[src/rtl/scan_pkg.sv]
// rtl/scan_pkg.sv - shared state encoding, default dimensions and width helpers
package scan_pkg;

  typedef enum logic [1:0] {
    IDLE = 2'd0,
    SCAN = 2'd1,
    DONE = 2'd2
  } scan_state_e;

  localparam int DEF_IMG_W   = 64;
  localparam int DEF_IMG_H   = 48;
  localparam int DEF_TPL_W   = 8;
  localparam int DEF_TPL_H   = 8;
  localparam int DEF_COORD_W = 8;
  localparam int DEF_ADDR_W  = 12;

  // Minimum widths able to hold every coordinate / linear address of the frame.
  function automatic int coord_bits(input int w, input int h);
    return $clog2((w > h) ? w : h);
  endfunction

  function automatic int addr_bits(input int w, input int h);
    return $clog2(w * h);
  endfunction

endpackage

[src/rtl/wrap_counter.sv]
// rtl/wrap_counter.sv - modulo (MAX+1) counter with sync clear and terminal-count flag
module wrap_counter #(
  parameter int W   = 8,
  parameter int MAX = 63
) (
  input  logic         clk,
  input  logic         rst_n,
  input  logic         clr,
  input  logic         en,
  output logic [W-1:0] cnt,
  output logic         tc
);

  localparam logic [W-1:0] MAX_V = W'(MAX);

  logic [W-1:0] cnt_q;
  logic [W-1:0] cnt_d;

  always_comb begin
    cnt_d = cnt_q;
    if (clr) begin
      cnt_d = '0;
    end else if (en) begin
      cnt_d = (cnt_q == MAX_V) ? '0 : cnt_q + 1'b1;
    end
  end

  always_ff @(posedge clk or negedge rst_n) begin
    if (!rst_n) begin
      cnt_q <= '0;
    end else begin
      cnt_q <= cnt_d;
    end
  end

  assign cnt = cnt_q;
  assign tc  = (cnt_q == MAX_V);

endmodule

[src/rtl/raster_scan_gen.sv]
// rtl/raster_scan_gen.sv - row-major pixel sequencer with window flag; RASTER_ADDR_EN builds pix_addr
module raster_scan_gen
  import scan_pkg::*;
#(
  parameter int IMG_W   = DEF_IMG_W,
  parameter int IMG_H   = DEF_IMG_H,
  parameter int TPL_W   = DEF_TPL_W,
  parameter int TPL_H   = DEF_TPL_H,
  parameter int COORD_W = DEF_COORD_W,
  parameter int ADDR_W  = DEF_ADDR_W
) (
  input  logic               clk,
  input  logic               rst_n,
  input  logic               start,
  input  logic               abort,
  input  logic               ready,
  output logic               valid,
  output logic [COORD_W-1:0] pix_x,
  output logic [COORD_W-1:0] pix_y,
  output logic [ADDR_W-1:0]  pix_addr,
  output logic               sof,
  output logic               eol,
  output logic               eof,
  output logic               win_valid,
  output logic               busy,
  output logic               done
);

  if (COORD_W < coord_bits(IMG_W, IMG_H)) begin : g_coord_chk
    $error("COORD_W too narrow for frame dimensions");
  end
  if (ADDR_W < addr_bits(IMG_W, IMG_H)) begin : g_addr_chk
    $error("ADDR_W too narrow for frame size");
  end

  localparam logic [COORD_W-1:0] WIN_X_MIN = COORD_W'(TPL_W - 1);
  localparam logic [COORD_W-1:0] WIN_Y_MIN = COORD_W'(TPL_H - 1);

  scan_state_e state_q;
  scan_state_e state_d;

  logic               in_scan;
  logic               xfer;
  logic               scan_start;
  logic               x_tc;
  logic               y_tc;
  logic [COORD_W-1:0] x_cnt;
  logic [COORD_W-1:0] y_cnt;

  assign in_scan    = (state_q == SCAN);
  assign xfer       = in_scan && ready;
  assign scan_start = (state_q == IDLE) && start && !abort;

  // Counters may step on an aborted beat; the clear on the next start makes that harmless.
  wrap_counter #(.W(COORD_W), .MAX(IMG_W - 1)) u_x_cnt (
    .clk   (clk),
    .rst_n (rst_n),
    .clr   (scan_start),
    .en    (xfer),
    .cnt   (x_cnt),
    .tc    (x_tc)
  );

  wrap_counter #(.W(COORD_W), .MAX(IMG_H - 1)) u_y_cnt (
    .clk   (clk),
    .rst_n (rst_n),
    .clr   (scan_start),
    .en    (xfer && x_tc),
    .cnt   (y_cnt),
    .tc    (y_tc)
  );

  always_ff @(posedge clk or negedge rst_n) begin
    if (!rst_n) begin
      state_q <= IDLE;
    end else begin
      state_q <= state_d;
    end
  end

  always_comb begin
    state_d = state_q;
    case (state_q)
      IDLE: if (start && !abort) state_d = SCAN;
      SCAN: begin
        if (abort) begin
          state_d = IDLE;
        end else if (xfer && x_tc && y_tc) begin
          state_d = DONE;
        end
      end
      DONE:    state_d = IDLE;
      default: state_d = IDLE;
    endcase
  end

  always_comb begin
    valid     = in_scan;
    busy      = in_scan;
    done      = (state_q == DONE);
    pix_x     = x_cnt;
    pix_y     = y_cnt;
    sof       = in_scan && (x_cnt == '0) && (y_cnt == '0);
    eol       = in_scan && x_tc;
    eof       = in_scan && x_tc && y_tc;
    win_valid = in_scan && (x_cnt >= WIN_X_MIN) && (y_cnt >= WIN_Y_MIN);
  end

`ifdef RASTER_ADDR_EN
  logic [ADDR_W-1:0] addr_q;
  logic [ADDR_W-1:0] addr_d;

  always_comb begin
    addr_d = addr_q;
    if (scan_start) begin
      addr_d = '0;
    end else if (xfer) begin
      addr_d = addr_q + ADDR_W'(1);
    end
  end

  always_ff @(posedge clk or negedge rst_n) begin
    if (!rst_n) begin
      addr_q <= '0;
    end else begin
      addr_q <= addr_d;
    end
  end

  assign pix_addr = addr_q;
`else
  assign pix_addr = '0;
`endif

endmodule

[config.mk]
export PLATFORM = sky130hd
export DESIGN_NAME = raster_scan_gen
export DESIGN_NICKNAME = d
export VERILOG_FILES = /design/src/rtl/scan_pkg.sv /design/src/rtl/wrap_counter.sv /design/src/rtl/raster_scan_gen.sv
export SDC_FILE = /design/constraint.sdc
export NUM_CORES = 1
export LEC_CHECK = 0
export BUFFER_PORTS_ARGS = -buffer_cell sky130_fd_sc_hd__buf_2
export CAP_MARGIN = 20
export CELL_PAD_IN_SITES_DETAIL_PLACEMENT = 0
export CELL_PAD_IN_SITES_GLOBAL_PLACEMENT = 2
export CORE_ASPECT_RATIO = 0.9
export CORE_MARGIN = 2
export CORE_UTILIZATION = 30
export DETAILED_ROUTE_END_ITERATION = 8
export PLACE_DENSITY_LB_ADDON = 0.25
export SYNTH_ARGS = -nofsm -noshare
export SYNTH_HDL_FRONTEND = slang
export SYNTH_SLANG_ARGS = --single-unit
[constraint.sdc]
create_clock -name clk -period 3.4 [get_ports clk]
set_clock_uncertainty 0.15 [all_clocks]
set_input_delay 1.02 -clock clk [delete_from_list [all_inputs] [get_ports clk]]
set_output_delay 1.02 -clock clk [all_outputs]
set_load 0.02 [all_outputs]
# Yosys cells after proc, flatten, opt, wreduce, memory -nomap -nowiden

Cells that the tools add are included.

Add/subtract/negate cells: 2
Magnitude comparators: 2
Eq/ne operators: 6
Muxes and demuxes: 10
Reductions and logical operators: 19

Operator list:

| cell                                                              | number |
|---|---|
| 2-to-1 mux 8 bit                                                  | 6 |
| adder 8 x 1 -> 8 bit, second input constant                       | 2 |
| == test 8 x 6 -> 1 bit, second input constant                     | 2 |
| greater-or-equal comparator 8 x 3 -> 1 bit, second input constant | 2 |
| zero test 8 bit                                                   | 2 |
| logical AND 1 bit                                                 | 12 |
| 2-to-1 mux 2 bit                                                  | 3 |
| one-hot mux 2 bit (2 select lines)                                | 1 |
| nonzero test 2 bit                                                | 2 |
| inequality test 3 x 2 -> 1 bit, second input constant             | 1 |
| == test 2 x 1 -> 1 bit, second input constant                     | 1 |
| == test 2 bit, second input constant                              | 1 |
| zero test 2 bit                                                   | 1 |
| inequality test 2 x 1 -> 1 bit, second input constant             | 1 |
| AND reduction 2 bit                                               | 1 |
| zero test 1 bit                                                   | 1 |

Register bits after elaboration: 18
Word-level logic and storage cells: 42

# Logic depth before layout (Yosys ltp)

Depth in word-level cells: 7
Depth in mapped cells: 6

# Modules after synthesis

A second synthesis with hierarchy kept.

Cell total of the unflattened synthesis: 127
Area total of the unflattened synthesis: 1182.4 sq um

Modules (own cells, without submodules):

| module                  | times used | cells an instance | area each (sq um) |
|---|---|---|---|
| wrap_counter at u_y_cnt | 1          | 47                | 447.9 |
| wrap_counter at u_x_cnt | 1          | 43                | 437.9 |
| raster_scan_gen         | 1          | 37                | 296.5 |

# Least setup slack after synthesis

No wires, ideal clock.

Path type: register to output
Start point: register u_y_cnt.cnt_q[6], in the netlist u_y_cnt.cnt[6]
End point: output port sof
Arrival time: 1.888 ns
Required time: 2.230 ns
Setup slack: 0.342 ns
Stages on the path, launching flop included: 4
Path buffers: 0
Cell sequence: dfrtp_1 > or3_1 > or3_1 > nor4_1

Longest elaborated chain between the ends: 2

RTL lines:

| item                     | line                   | RTL |
|---|---|---|
| start: declaration       | wrap_counter.sv:16     | `logic [W-1:0] cnt_q;` |
| start signal: assignment | wrap_counter.sv:32     | `cnt_q <= cnt_d;` |
| zero test 8 bit          | raster_scan_gen.sv:103 | `sof = in_scan && (x_cnt == '0) && (y_cnt == '0);` |
| logical AND 1 bit        | raster_scan_gen.sv:103 |  |
| end: declaration         | raster_scan_gen.sv:21  | `output logic sof,` |

No other way between the ends.

# Final worst setup path

Start point: register u_y_cnt.cnt_q[4], in the netlist u_y_cnt.cnt[4]
End point: output port sof

Same word-level chain as after synthesis.

==> impl_metrics.py <==
metrics = {
    "run_status": {
        "status": "finished clean",
    },
    "synthesis": {
        "syn_avg_cell_area_sq_um": 8.77,
        "synth_top_area_share": 0.378,
        "synth_commonest_cells": "dfrtp_1, buf_4, a21oi_1",
        "synthArstFlopShare": 1.00,
        "synth.area.top_cells": "dfrtp_1, buf_4, a21oi_1",
        "synth_edf_count": 0,
        "synth_area_leader_cell": "dfrtp_1",
        "ys_seq_area_frac": 0.378,
        "yosys_register_bits": 18,
        "synthDistinctLibCells": 39,
        "synth.most_common_cell": "dfrtp_1",
        "syn_inst": 136,
        "synth-warning-count": 0,
        "syn_area_sq_um": 1190,
        "ys.flop_type": "dfrtp_1",
    },
    "critical_path": {
        "cpLargestDelayFamily": "simple AND/OR/NAND/NOR gates",
        "crit_buf_inv": 1,
        "r2r_start": "u_x_cnt.cnt[1]",
        "worstPathRequired_ps": 2230,
        "worstPathCellList": "or3_1 > or3_1 > nor4_1 > buf_2",
        "cp-end-kind": "output port",
        "r2r_setup_slack_ps": 1410,
        "critPathSlowestCell": "dfrtp_1",
        "arrival_ps": 1920,
        "crit_path_max_incr_delay_ps": 430,
        "crit_fanout": 7,
        "setup.worst_path.start": "u_y_cnt.cnt[4]",
        "crit_top_cell": "or3_1",
        "path_class": "register to output port",
        "start_kind": "register",
    },
    "global_route": {
        "grt_max_degree": 19,
        "antenna_found_initial": 0,
        "grt_pass1_wl_microns": 5250,
        "grt_usage": 0.148,
        "grt_overflow": 0,
        "grt_pass1_vias": 1014,
    },
    "sta": {
        "rsz0062_at_grt": "false",
        "setup_viol": 0,
        "period_needed_ps": 3090,
        "hold_viol_final": 0,
        "final_max_slew_viol_count": 0,
        "whs_ps": 412,
        "max_freq_mhz": 324,
        "finalCritPeriodShare": 0.908,
        "finalSetupTns_ps": 0,
    },
    "pwr": {
        "ir_drop_v": 0.000226,
        "p_total_uw": 517,
        "p_per_area_nw_per_um2": 382,
        "p_leak_nw": 0.653,
    },
    "run": {
        "max_cap_viol_count": 0,
    },
    "clock_network": {
        "clk_pin_slew_ps": 70,
        "cts.hold.buffers_added": 0,
        "cts_resized": 0,
        "clkLatencyLatePin_ps": 260,
        "cts_buffers": 3,
        "cts.sinks": 18,
        "clockRootBuffer": "clkbuf_8",
        "tritoncts": "built",
        "post_cts_buffers": 0,
        "clock_path_buffers": 2,
        "h-tree-depth": 1,
    },
    "final_layout": {
        "drive_above_1_share": 0.236,
        "finalNonFillerCells": 207,
        "fillers": 411,
        "num_antenna_cells": 0,
        "syn_to_final_growth_pct": 13.5,
        "final_core_util": 0.360,
        "nets": 172,
    },
    "routing": {
        "vias": 1063,
        "drt_wl_total_microns": 3060,
        "ant_nets": 0,
        "drc": 0,
        "first_iter_violations": 31,
        "viasPerCell": 5.14,
        "wl_per_cell_microns": 14.8,
        "drtPass1Iterations": 4,
    },
    "min_path": {
        "min_path_type": "register to register",
        "worstHoldStart": "u_y_cnt.cnt[7]",
    },
    "die": {
        "die-height_microns": 63.8,
        "fp-row-count": 21,
        "start_util": 0.317,
        "dieArea_sq_um": 4500,
        "die_w_microns": 70.5,
        "boundaryPins": 40,
        "core_sq_um": 3760,
    },
    "place": {
        "portBuffers": 27,
        "dp.cells": 204,
        "dp_hpwl_microns": 2230,
        "gp_congestion": 0.786,
    },
}
==> report_power, final <==
part	switching, mW	total [mW]	leakage (nW)	internal (mW)
clock	0.0777	0.157	0.0216	0.0789
combinational	0.0801	0.118	0.383	0.0380
sequential	0.0161	0.242	0.248	0.226
total	0.174	0.517	0.653	0.343
==> layer usage <==
layer | vias to the layer above | routed length, microns | global-route usage
met4 | 0 | 27 | 0.0361
met2 | 36 | 1370 | 0.223
li1 | 515 | - | -
met5 | - | 0 | 0
met3 | 2 | 197 | 0.0394
met1 | 510 | 1470 | 0.212
==> final timing paths <==
path | endpoint | cells after the start
max | sof | 4
min | u_y_cnt.cnt[7] | 1
max reg2reg | u_y_cnt.cnt[4] | 5
min reg2reg | u_y_cnt.cnt[7] | 1
max in group asynchronous | u_x_cnt.cnt[2] | 1
min in group asynchronous | u_y_cnt.cnt[3] | 1
==> state kept, by name (all words and copies together) (netlist names) <==
name,flops
u_x_cnt.cnt,8
u_y_cnt.cnt,8
state_q,2
==> through the flow <==
step	setup slack (ps)	cell area (sq um)
after CTS	317	1350
after global placement	572	1310
final	312	1350
after floorplan	342	1230
after global routing	199	1350
after detailed placement	618	1310
==> cells by family (layout without fill, tap and decap cells) <==
kind of cell    after synthesis  after routing  synth area share
xor+xnor                      4              4            0.0294
fa+ha+maj                     4              4            0.0420
compound gates               24             24             0.121
other cells                   1             12           0.00314
simple gates                 62             62             0.306
flops                        18             18             0.378
buf+inv                      23             37             0.121
==> final cells by class <==
class                   count  area [sq um]  share of cell area
inverters                   6          22.5              0.0166
well taps                  46          57.6              0.0425
flip-flops and latches     18           450               0.333
multi-input cells         106           639               0.472
repair buffers             28           143               0.105
clock buffers               3          41.3              0.0305
==> cells in the final DEF (no fill, tap or decap) <==
master     synthesis  final
o31ai_1            2      2
nand4bb_1          1      1
a32o_1             1      1
nor2_1             8      8
or4_1              4      4
a21oi_1           12     12
clkbuf_8           0      3
nand4_1            4      4
xnor2_1            1      1
buf_4             13      1
nand3_1            8      8
ha_1               4      4
nand2_1           10     10
inv_1              5      5
nor3_1             7      7
and2_1             2      2
xor2_1             3      3
nor4b_2            1      1
and4b_4            1      1
nor2b_1            1      1
o21ai_0            2      2
nor2_2             1      1
or3_1              3      3
nand3_2            1      1
a31o_1             2      2
or4b_1             1      1
buf_2              1     27
and3_1             3      3
or2_1              1      1
inv_2              1      1
nand4b_1           1      1
nand2b_1           1      1
o221a_2            1      1
and4_4             1      1
conb_1             1     12
dfrtp_1           18     18
o21ai_1            4      4
nor4_1             2      2
(Power assumes the default switching activity.)
